### config.mk
export PLATFORM = sky130hd
export DESIGN_NAME = i2c_slave_responder
export DESIGN_NICKNAME = d
export VERILOG_FILES = /design/src/rtl/i2c_slave_pkg.sv /design/src/rtl/i2c_line_sync.sv /design/src/rtl/i2c_slave_responder.sv
export SDC_FILE = /design/constraint.sdc
export NUM_CORES = 1
export LEC_CHECK = 0
export ABC_AREA = 1
export ABC_CLOCK_PERIOD_IN_PS = 3470
export CORE_MARGIN = 1
export CORE_UTILIZATION = 55
export CTS_BUF_LIST = sky130_fd_sc_hd__clkbuf_4
export CTS_CLUSTER_DIAMETER = 60
export DETAILED_ROUTE_END_ITERATION = 6
export PLACE_DENSITY = 0.82
export REMOVE_ABC_BUFFERS = 1
export SLEW_MARGIN = 20
export SYNTH_ARGS = -nofsm -noshare
export SYNTH_HDL_FRONTEND = slang
export SYNTH_SLANG_ARGS = --single-unit
### constraint.sdc
create_clock -name clk_i -period 3.47 [get_ports clk_i]
set_input_delay 0.694 -clock clk_i [delete_from_list [all_inputs] [get_ports clk_i]]
set_output_delay 0.694 -clock clk_i [all_outputs]
set_load 0.01 [all_outputs]
### src/rtl/i2c_slave_pkg.sv
// i2c_slave_pkg: shared widths, the read idle byte and the responder state type.
package i2c_slave_pkg;

  localparam int unsigned I2C_ADDR_W       = 7;
  localparam int unsigned I2C_BYTE_W       = 8;
  localparam logic [7:0]  I2C_RD_IDLE_BYTE = 8'hFF;

  typedef enum logic [3:0] {
    ST_IDLE     = 4'd0,
    ST_ADDR     = 4'd1,
    ST_ADDR_ACK = 4'd2,
    ST_WR_BYTE  = 4'd3,
    ST_WR_ACK   = 4'd4,
    ST_RD_FETCH = 4'd5,
    ST_RD_BYTE  = 4'd6,
    ST_RD_ACK   = 4'd7,
    ST_IGNORE   = 4'd8
  } i2c_slave_state_t;

endpackage

### src/rtl/i2c_line_sync.sv
// i2c_line_sync: synchronizes raw SCL/SDA and derives SCL edge and START/STOP pulses.
// The synchronizer chain is deliberately not reset so that a mid-transfer reset
// cannot fabricate a bus condition when the chain would refill.
module i2c_line_sync #(
  parameter int unsigned SYNC_STAGES = 2
) (
  input  logic clk_i,
  input  logic scl_i,
  input  logic sda_i,
  output logic sda,
  output logic scl_rise,
  output logic scl_fall,
  output logic start,
  output logic stop
);

  logic [SYNC_STAGES-1:0] scl_ff;
  logic [SYNC_STAGES-1:0] sda_ff;
  logic                   scl_d;
  logic                   sda_d;
  logic                   scl_s;
  logic                   sda_s;

  assign scl_s = scl_ff[SYNC_STAGES-1];
  assign sda_s = sda_ff[SYNC_STAGES-1];

  // Synchronizer chains plus one history stage for edge detection.
  always_ff @(posedge clk_i) begin
    scl_ff <= {scl_ff[SYNC_STAGES-2:0], scl_i};
    sda_ff <= {sda_ff[SYNC_STAGES-2:0], sda_i};
    scl_d  <= scl_s;
    sda_d  <= sda_s;
  end

  assign sda      = sda_s;
  assign scl_rise = scl_s & ~scl_d;
  assign scl_fall = ~scl_s & scl_d;
  assign start    = scl_s & scl_d & sda_d & ~sda_s;
  assign stop     = scl_s & scl_d & ~sda_d & sda_s;

endmodule

### src/rtl/i2c_slave_responder.sv
// i2c_slave_responder: I2C target with 7-bit address match, write strobe and
// read request/response interface.
// Build option: define I2C_SLAVE_CLK_STRETCH_EN to hold SCL low while read data is late.
module i2c_slave_responder
  import i2c_slave_pkg::*;
#(
  parameter int unsigned SYNC_STAGES     = 2,
  parameter int unsigned STRETCH_TIMEOUT = 1024
) (
  input  logic                  clk_i,
  input  logic                  rst_i,
  input  logic [I2C_ADDR_W-1:0] slave_addr_i,
  input  logic                  scl_i,
  input  logic                  sda_i,
  output logic                  scl_oe_o,
  output logic                  sda_oe_o,
  output logic                  start_o,
  output logic                  stop_o,
  output logic                  busy_o,
  output logic                  dir_o,
  output logic                  wr_valid_o,
  output logic [I2C_BYTE_W-1:0] wr_data_o,
  output logic                  rd_req_o,
  input  logic                  rd_valid_i,
  input  logic [I2C_BYTE_W-1:0] rd_data_i
);

  if (SYNC_STAGES < 2 || STRETCH_TIMEOUT < 1) begin : g_param_check
    $error("i2c_slave_responder: SYNC_STAGES must be >= 2 and STRETCH_TIMEOUT >= 1");
  end

  i2c_slave_state_t      state;
  logic [I2C_ADDR_W-1:0] addr_q;
  logic [I2C_BYTE_W-1:0] shift_q;
  logic [2:0]            bit_cnt;
  logic                  phase;    // ACK states: ACK driven; RD_FETCH: request issued
  logic                  pending;  // read request outstanding

  logic sda_s, scl_rise, scl_fall, start_det, stop_det;

  i2c_line_sync #(.SYNC_STAGES(SYNC_STAGES)) u_sync (
    .clk_i    (clk_i),
    .scl_i    (scl_i),
    .sda_i    (sda_i),
    .sda      (sda_s),
    .scl_rise (scl_rise),
    .scl_fall (scl_fall),
    .start    (start_det),
    .stop     (stop_det)
  );

`ifdef I2C_SLAVE_CLK_STRETCH_EN
  localparam int unsigned TMO_W = $clog2(STRETCH_TIMEOUT + 1);
  logic [TMO_W-1:0] stretch_cnt;
`else
  assign scl_oe_o = 1'b0;
`endif

  // Protocol FSM: bus conditions first, then per-state bit handling.
  always_ff @(posedge clk_i) begin
    if (rst_i) begin
      state      <= ST_IDLE;
      addr_q     <= '0;
      shift_q    <= '0;
      bit_cnt    <= '0;
      phase      <= 1'b0;
      pending    <= 1'b0;
      start_o    <= 1'b0;
      stop_o     <= 1'b0;
      busy_o     <= 1'b0;
      dir_o      <= 1'b0;
      wr_valid_o <= 1'b0;
      wr_data_o  <= '0;
      rd_req_o   <= 1'b0;
      sda_oe_o   <= 1'b0;
`ifdef I2C_SLAVE_CLK_STRETCH_EN
      scl_oe_o    <= 1'b0;
      stretch_cnt <= '0;
`endif
    end else begin
      start_o    <= 1'b0;
      stop_o     <= 1'b0;
      wr_valid_o <= 1'b0;
      rd_req_o   <= 1'b0;
      if (start_det) begin
        start_o  <= 1'b1;
        state    <= ST_ADDR;
        addr_q   <= slave_addr_i;
        bit_cnt  <= '0;
        phase    <= 1'b0;
        pending  <= 1'b0;
        busy_o   <= 1'b0;
        sda_oe_o <= 1'b0;
`ifdef I2C_SLAVE_CLK_STRETCH_EN
        scl_oe_o <= 1'b0;
`endif
      end else if (stop_det) begin
        stop_o   <= 1'b1;
        state    <= ST_IDLE;
        pending  <= 1'b0;
        busy_o   <= 1'b0;
        sda_oe_o <= 1'b0;
`ifdef I2C_SLAVE_CLK_STRETCH_EN
        scl_oe_o <= 1'b0;
`endif
      end else begin
        case (state)
          ST_ADDR: if (scl_rise) begin
            shift_q <= {shift_q[6:0], sda_s};
            bit_cnt <= bit_cnt + 3'd1;
            if (bit_cnt == 3'd7) begin
              if (shift_q[6:0] == addr_q) begin
                dir_o  <= sda_s;
                busy_o <= 1'b1;
                phase  <= 1'b0;
                state  <= ST_ADDR_ACK;
              end else begin
                state <= ST_IGNORE;
              end
            end
          end
          ST_ADDR_ACK, ST_WR_ACK: if (scl_fall) begin
            if (!phase) begin
              sda_oe_o <= 1'b1;
              phase    <= 1'b1;
            end else begin
              sda_oe_o <= 1'b0;
              phase    <= 1'b0;
              bit_cnt  <= '0;
              if (state == ST_ADDR_ACK && dir_o) begin
                state <= ST_RD_FETCH;
`ifdef I2C_SLAVE_CLK_STRETCH_EN
                scl_oe_o    <= 1'b1;
                stretch_cnt <= '0;
`endif
              end else begin
                state <= ST_WR_BYTE;
              end
            end
          end
          ST_WR_BYTE: if (scl_rise) begin
            shift_q <= {shift_q[6:0], sda_s};
            bit_cnt <= bit_cnt + 3'd1;
            if (bit_cnt == 3'd7) begin
              wr_valid_o <= 1'b1;
              wr_data_o  <= {shift_q[6:0], sda_s};
              phase      <= 1'b0;
              state      <= ST_WR_ACK;
            end
          end
          ST_RD_FETCH: begin
            if (!phase) begin
              phase <= 1'b1;
              if (!pending) begin
                rd_req_o <= 1'b1;
                pending  <= 1'b1;
              end
            end else if (pending && rd_valid_i) begin
              // SCL stays held here; RD_BYTE releases it one cycle after SDA settles.
              shift_q  <= rd_data_i;
              sda_oe_o <= ~rd_data_i[7];
              pending  <= 1'b0;
              bit_cnt  <= '0;
              state    <= ST_RD_BYTE;
            end
`ifdef I2C_SLAVE_CLK_STRETCH_EN
            else if (stretch_cnt == TMO_W'(STRETCH_TIMEOUT - 1)) begin
              scl_oe_o <= 1'b0;
              shift_q  <= I2C_RD_IDLE_BYTE;
              sda_oe_o <= 1'b0;
              bit_cnt  <= '0;
              state    <= ST_RD_BYTE;
            end else begin
              stretch_cnt <= stretch_cnt + TMO_W'(1);
            end
`else
            else if (scl_rise) begin
              // The master already sampled the released MSB; finish the idle byte.
              shift_q  <= I2C_RD_IDLE_BYTE;
              sda_oe_o <= 1'b0;
              pending  <= 1'b0;
              bit_cnt  <= '0;
              state    <= ST_RD_BYTE;
            end
`endif
          end
          ST_RD_BYTE: begin
`ifdef I2C_SLAVE_CLK_STRETCH_EN
            scl_oe_o <= 1'b0;
`endif
            if (scl_fall) begin
              if (bit_cnt == 3'd7) begin
                sda_oe_o <= 1'b0;
                phase    <= 1'b0;
                state    <= ST_RD_ACK;
              end else begin
                shift_q  <= {shift_q[6:0], 1'b1};
                sda_oe_o <= ~shift_q[6];
                bit_cnt  <= bit_cnt + 3'd1;
              end
            end
          end
          ST_RD_ACK: begin
            if (scl_rise && !phase) begin
              if (sda_s) begin
                busy_o <= 1'b0;
                state  <= ST_IGNORE;
              end else begin
                phase <= 1'b1;
              end
            end else if (scl_fall && phase) begin
              phase <= 1'b0;
              state <= ST_RD_FETCH;
`ifdef I2C_SLAVE_CLK_STRETCH_EN
              scl_oe_o    <= 1'b1;
              stretch_cnt <= '0;
`endif
            end
          end
          default: ;
        endcase
      end
    end
  end

endmodule

* Word-level counts from Yosys, hierarchy flattened
Index checks and enable logic that the tools add are counted.
Cells by class: bitwise gates (word level) 18, reduce and logical (&&, ||, !) cells 27, multiplexer cells 65, equality and inequality tests 40, $add $sub $neg 1
Operators by type and width (count):
- two-way mux 4 bit | 15
- two-way mux 7 bit | 6
- inequality test 4 bit (second input constant) | 9
- two-way mux 1 bit | 29
- two-way mux 3 bit | 9
- AND reduction 13 bit | 2
- inequality test 2 bit (second input constant) | 12
- one-hot mux 4 bit (6 select lines) | 1
- one-hot mux 7 bit (3 select lines) | 1
- equality test 4 x 3 -> 1 bit (second input constant) | 4
- one-hot mux 3 bit (4 select lines) | 1
- AND reduction 6 bit | 2
- inverter 1 bit | 11
- inequality test 5 bit (second input constant) | 2
- AND reduction 10 bit | 1
- AND reduction 5 bit | 2
- OR reduction 5 bit | 2
- inequality test 3 bit (second input constant) | 3
- AND reduction 9 bit | 1
- equality test 4 x 2 -> 1 bit (second input constant) | 2
- AND reduction 8 bit | 1
- nonzero test 8 bit | 1
- AND 1 bit | 7
- equality test 7 bit | 1
- 19 further kinds | 26
Storage, ports and cells: bits of input ports 20, register bits 44, output and inout bits 16

* Depth between registers and ports, before layout
word-level depth 8, depth in mapped cells 12

* By module
From an unflattened synthesis, not the netlist that was laid out.
Second synthesis, totals: cells, all modules 325, area total of the unflattened synthesis 2209.6 µm²
Modules (own cells, without submodules):
- i2c_slave_responder | times used 1, cells an instance 308, area each 2048.2 µm², sequential area each 760.7 µm²
- i2c_line_sync | times used 1, cells an instance 17, area each 161.4 µm², sequential area each 120.1 µm²

* Worst setup path before layout
Ideal clock, no wire load.
path kind input port to flip-flop, from input port rd_valid_i, to register shift_q[0], stages on the path 10, setup slack 1.876 ns, required time 3.354 ns, library setup time 0.116 ns, data arrival time 1.478 ns, cell sequence nand2_1 -> inv_1 -> nor2_1 -> nand2_2 -> nand2_1 -> nor2_1 -> and2_1 -> buf_4 -> nor2_1 -> nor2_1
On the way: word-level cells in the longest chain between the ends 4, elaborated cells on any way between the ends 6, those cells by class eq/ne: 1; mux: 3; reduce/logical: 2
RTL lines:
- start, declared | RTL line i2c_slave_responder.sv:24 | input logic rd_valid_i,
- logical AND 1 bit (*) | RTL line i2c_slave_responder.sv:158 | end else if (pending && rd_valid_i) begin
- two-way mux 7 bit | RTL line i2c_slave_responder.sv:158
- two-way mux 7 bit | RTL line i2c_slave_responder.sv:152 | if (!phase) begin
- one-hot mux 7 bit (3 select lines) | RTL line i2c_slave_responder.sv:107 | case (state)
- end signal, assigned | RTL line i2c_slave_responder.sv:109 | shift_q <= {shift_q[6:0], sda_s};
- end signal, assigned | RTL line i2c_slave_responder.sv:142 | shift_q <= {shift_q[6:0], sda_s};
- end signal, assigned | RTL line i2c_slave_responder.sv:160 | shift_q <= rd_data_i;
- end, declared | RTL line i2c_slave_responder.sv:34 | logic [I2C_BYTE_W-1:0] shift_q;
Every way passes the cells marked *; elsewhere a longest branch is shown, timed or not. The select of a mux whose other input is x is not followed. A chain may end at the register's enable or synchronous reset.

* Worst setup path after layout
from register dir_o, to output port dir_o
RTL lines:
- start, declared | RTL line i2c_slave_responder.sv:20 | output logic dir_o,
- start signal, assigned | RTL line i2c_slave_responder.sv:113 | dir_o <= sda_s;
No word-level cell between the ends.

==> summary.txt <==
Status
  – Status: finished clean

Final layout
  – Highest-count cells in the layout ignoring fill and taps: 88 x nand2_1, 68 x nor2_1, 44 x dfxtp_1, 38 x inv_1, 34 x clkdlybuf4s50_1
  – Fill count: 324
  – Most common cell after layout, fill and taps aside: nand2_1
  – Ant diodes: 0
  – Layout cell share with drive strength beyond 1: under 10%
  – Area Overhead vs Synth: 19.3%
  – Nets@finish: 404
  – Fin area: 0.00265 mm^2

Synth
  – Mapped Area: 0.00222 mm^2
  – Mapped Cells: about 350
  – Synth cell types: 28
  – Register bit total from synthesis: 44
  – Post-synthesis sequential area ratio: 39.7%
  – Syn avg cell area: about 6.4 um^2
  – Syn. warnings: 0

Global routing
  – Total Routing Usage GR: 29.9%
  – Largest net degree at the start of global routing: 18
  – First-pass GRT wire length: 9650 um
  – Initial antenna violation count: 0
  – Total grt overflow: 0
  – Vias in the first global route: 2055

Setup path
  – Worst Setup End Kind: output port
  – Worst Path Required: 2.78 ns
  – Startpoint Class: flop
  – Cells along the critical path: clkdlybuf4s50_1
  – Crit-path max FO: 3
  – Critical Path Max Stage Delay: ~0.55 ns
  – WP data arrival: ~1.3 ns
  – CP max-delay cell: clkdlybuf4s50_1
  – Bufs and invs on worst path: 1
  – Crit Path Class: flop to output port
  – CP top delay family: buffers and inverters

Clock network
  – Post-CTS Setup Bufs: 0
  – PostCTS Resize Cnt: 0
  – # clock sinks: between 40 and 50
  – Max clock buf depth: 2
  – Hold buffer count at cts: 0
  – Clk_lat worst skew: 0.37 ns
  – Htree depth: 2
  – CTS tree: built
  – Clock-pin slew on the worst setup and hold paths: 0.12 ns
  – Root buf cell: clkbuf_4
  – CTS Buf Count: 5

Power and ir drop
  – Cell Pwr Density: around 640 mW/mm^2
  – Leakage Power: 1.24 nW
  – Maximum vdd drop: 377 uV

Route
  – Avg WL per Cell: roughly 13 um
  – Pre-antenna DRT Iters: 4
  – Top routing layer used: met4
  – Post-Route WL: 5800 um
  – Drt drc: 0
  – Post-route ant nets: 0
  – Routed wl met3: ~340 um
  – Metal1 wirelength: approximately 2900 um
  – Routed via count: 2233
  – Initial drt markers: 143
  – Detail Route met2 WL: 2520 um
  – Vias per inst: just over 5

Place
  – Port Buffer Count: 34
  – Placed cell area: 0.00259 mm^2
  – DP Wirelength: between 4000 and 5000 um
  – GP Congestion: slightly above 0.9

Floorplan
  – CORE AREA: 0.00377 mm^2
  – Die extent in x: 65.5 um
  – Num rows: 22
  – Die area: about 0.0043 mm^2
  – # IOs: 36
  – Die Y: 65.5 um
  – Initial cell density of the core: 58.9%

STA
  – Final hold slack: around 0.34 ns
  – Achievable frequency: between 500 and 600 MHz
  – Min Tclk post-route: 1.99 ns
  – Final hold vios: 0
  – Setup_tns: 0 ns
  – RSZ-0062 raised after global routing: no
  – Period utilisation layout: 57.5%
  – Endpoints failing setup: 0
  – Clk_skew: 0.0156 ns
  – Slew headroom: 53.7%
  – Max Slew Vio Count: 0
  – Slew of the pin with the lowest slew margin: 0.692 ns

Worst hold path
  – Worst min-delay path class: flop to flop

Job
  – Max Cap Violations: 0
[logic make-up after synthesis]
kind of cell             share of synthesized area, %
AO/OA/AOI/OAI                                    14.3
adder cells (fa/ha/maj)                          1.13
buffers and inverters                            8.46
flip-flops                                       39.7
other                                           0.169
AND/OR/NAND/NOR                                  36.2
[worst paths after layout]
path / startpoint / slack, ns / end / cells after the start
min: u_sync.scl_ff[0] / 0.34 / u_sync.scl_ff[1] / 0
max reg2reg: u_sync.sda_ff[1] / 1.63 / shift_q[5] / 10
min reg2reg: u_sync.scl_ff[0] / 0.34 / u_sync.scl_ff[1] / 0
max: dir_o / 1.48 / dir_o / 1
[synth_stat cells]
cell type / instances / area share (%)
buf_4: 3 / 1.0
conb_1: 1 / 0.17
nor2_4: 2 / 1.0
o21a_1: 1 / 0.34
buf_1: 1 / 0.17
a21oi_2: 1 / 0.39
a21oi_1: 19 / 4.3
ha_1: 2 / 1.1
o22ai_1: 1 / 0.28
nor2_1: 68 / 11
a31oi_1: 2 / 0.56
nand2_2: 5 / 1.4
o221ai_1: 1 / 0.39
dfxtp_1: 44 / 40
and2_1: 2 / 0.56
nor2_2: 6 / 1.7
nor3_1: 2 / 0.45
o21ai_1: 2 / 0.45
nand3b_1: 1 / 0.34
inv_1: 38 / 6.4
a22o_1: 1 / 0.39
nand3_1: 16 / 3.6
o21ai_0: 29 / 6.5
nand4_1: 1 / 0.28
o21bai_1: 2 / 0.68
nand2_1: 88 / 15
inv_2: 5 / 0.85
nand2_4: 1 / 0.51
[through the flow]
step                      setup slack (ns)  utilization [%]  total power [mW]  std cells
final                                 1.48             70.2              1.68        431
after global routing                  1.42             70.2              1.83        431
after global placement                1.35             68.8              1.41        423
after detailed placement              1.31             68.8              1.42        423
after floorplan                       1.94                -              1.22        341
after CTS                             1.48             70.2              1.66        431
[area by class of cell]
class / count / area (um^2) / area share, %
Clock buffer: 5 / 37.5 / 1.42
Multi-Input combinational cell: 254 / 1150 / 43.5
Timing Repair Buffer: 34 / 340 / 12.8
Inverter: 43 / 161 / 6.09
Tap cell: 48 / 60.1 / 2.27
Clock inverter: 3 / 17.5 / 0.661
Sequential cell: 44 / 881 / 33.3
[power breakdown]
part | leakage, nW | internal (mW) | switching, mW | total [mW]
Combinational | 0.850 | 0.271 | 0.518 | 0.789
Clock | 0.0330 | 0.0784 | 0.175 | 0.253
Sequential | 0.359 | 0.575 | 0.0674 | 0.643
Total | 1.24 | 0.925 | 0.760 | 1.68
[layer usage]
metal  track usage [%]  vias up
li1                  -     1156
met1              40.7     1007
met2              48.2       60
met3              6.08       10
met4              6.79        0
met5                 0        -
[flip-flops by register name, indices dropped and copies added, names as in the netlist, 2 cells and up]
name           count
bit_cnt            3
shift_q            7
addr_q             7
state              4
wr_data_o          8
u_sync.scl_ff      2
u_sync.sda_ff      2
(Power assumes the default switching activity.)
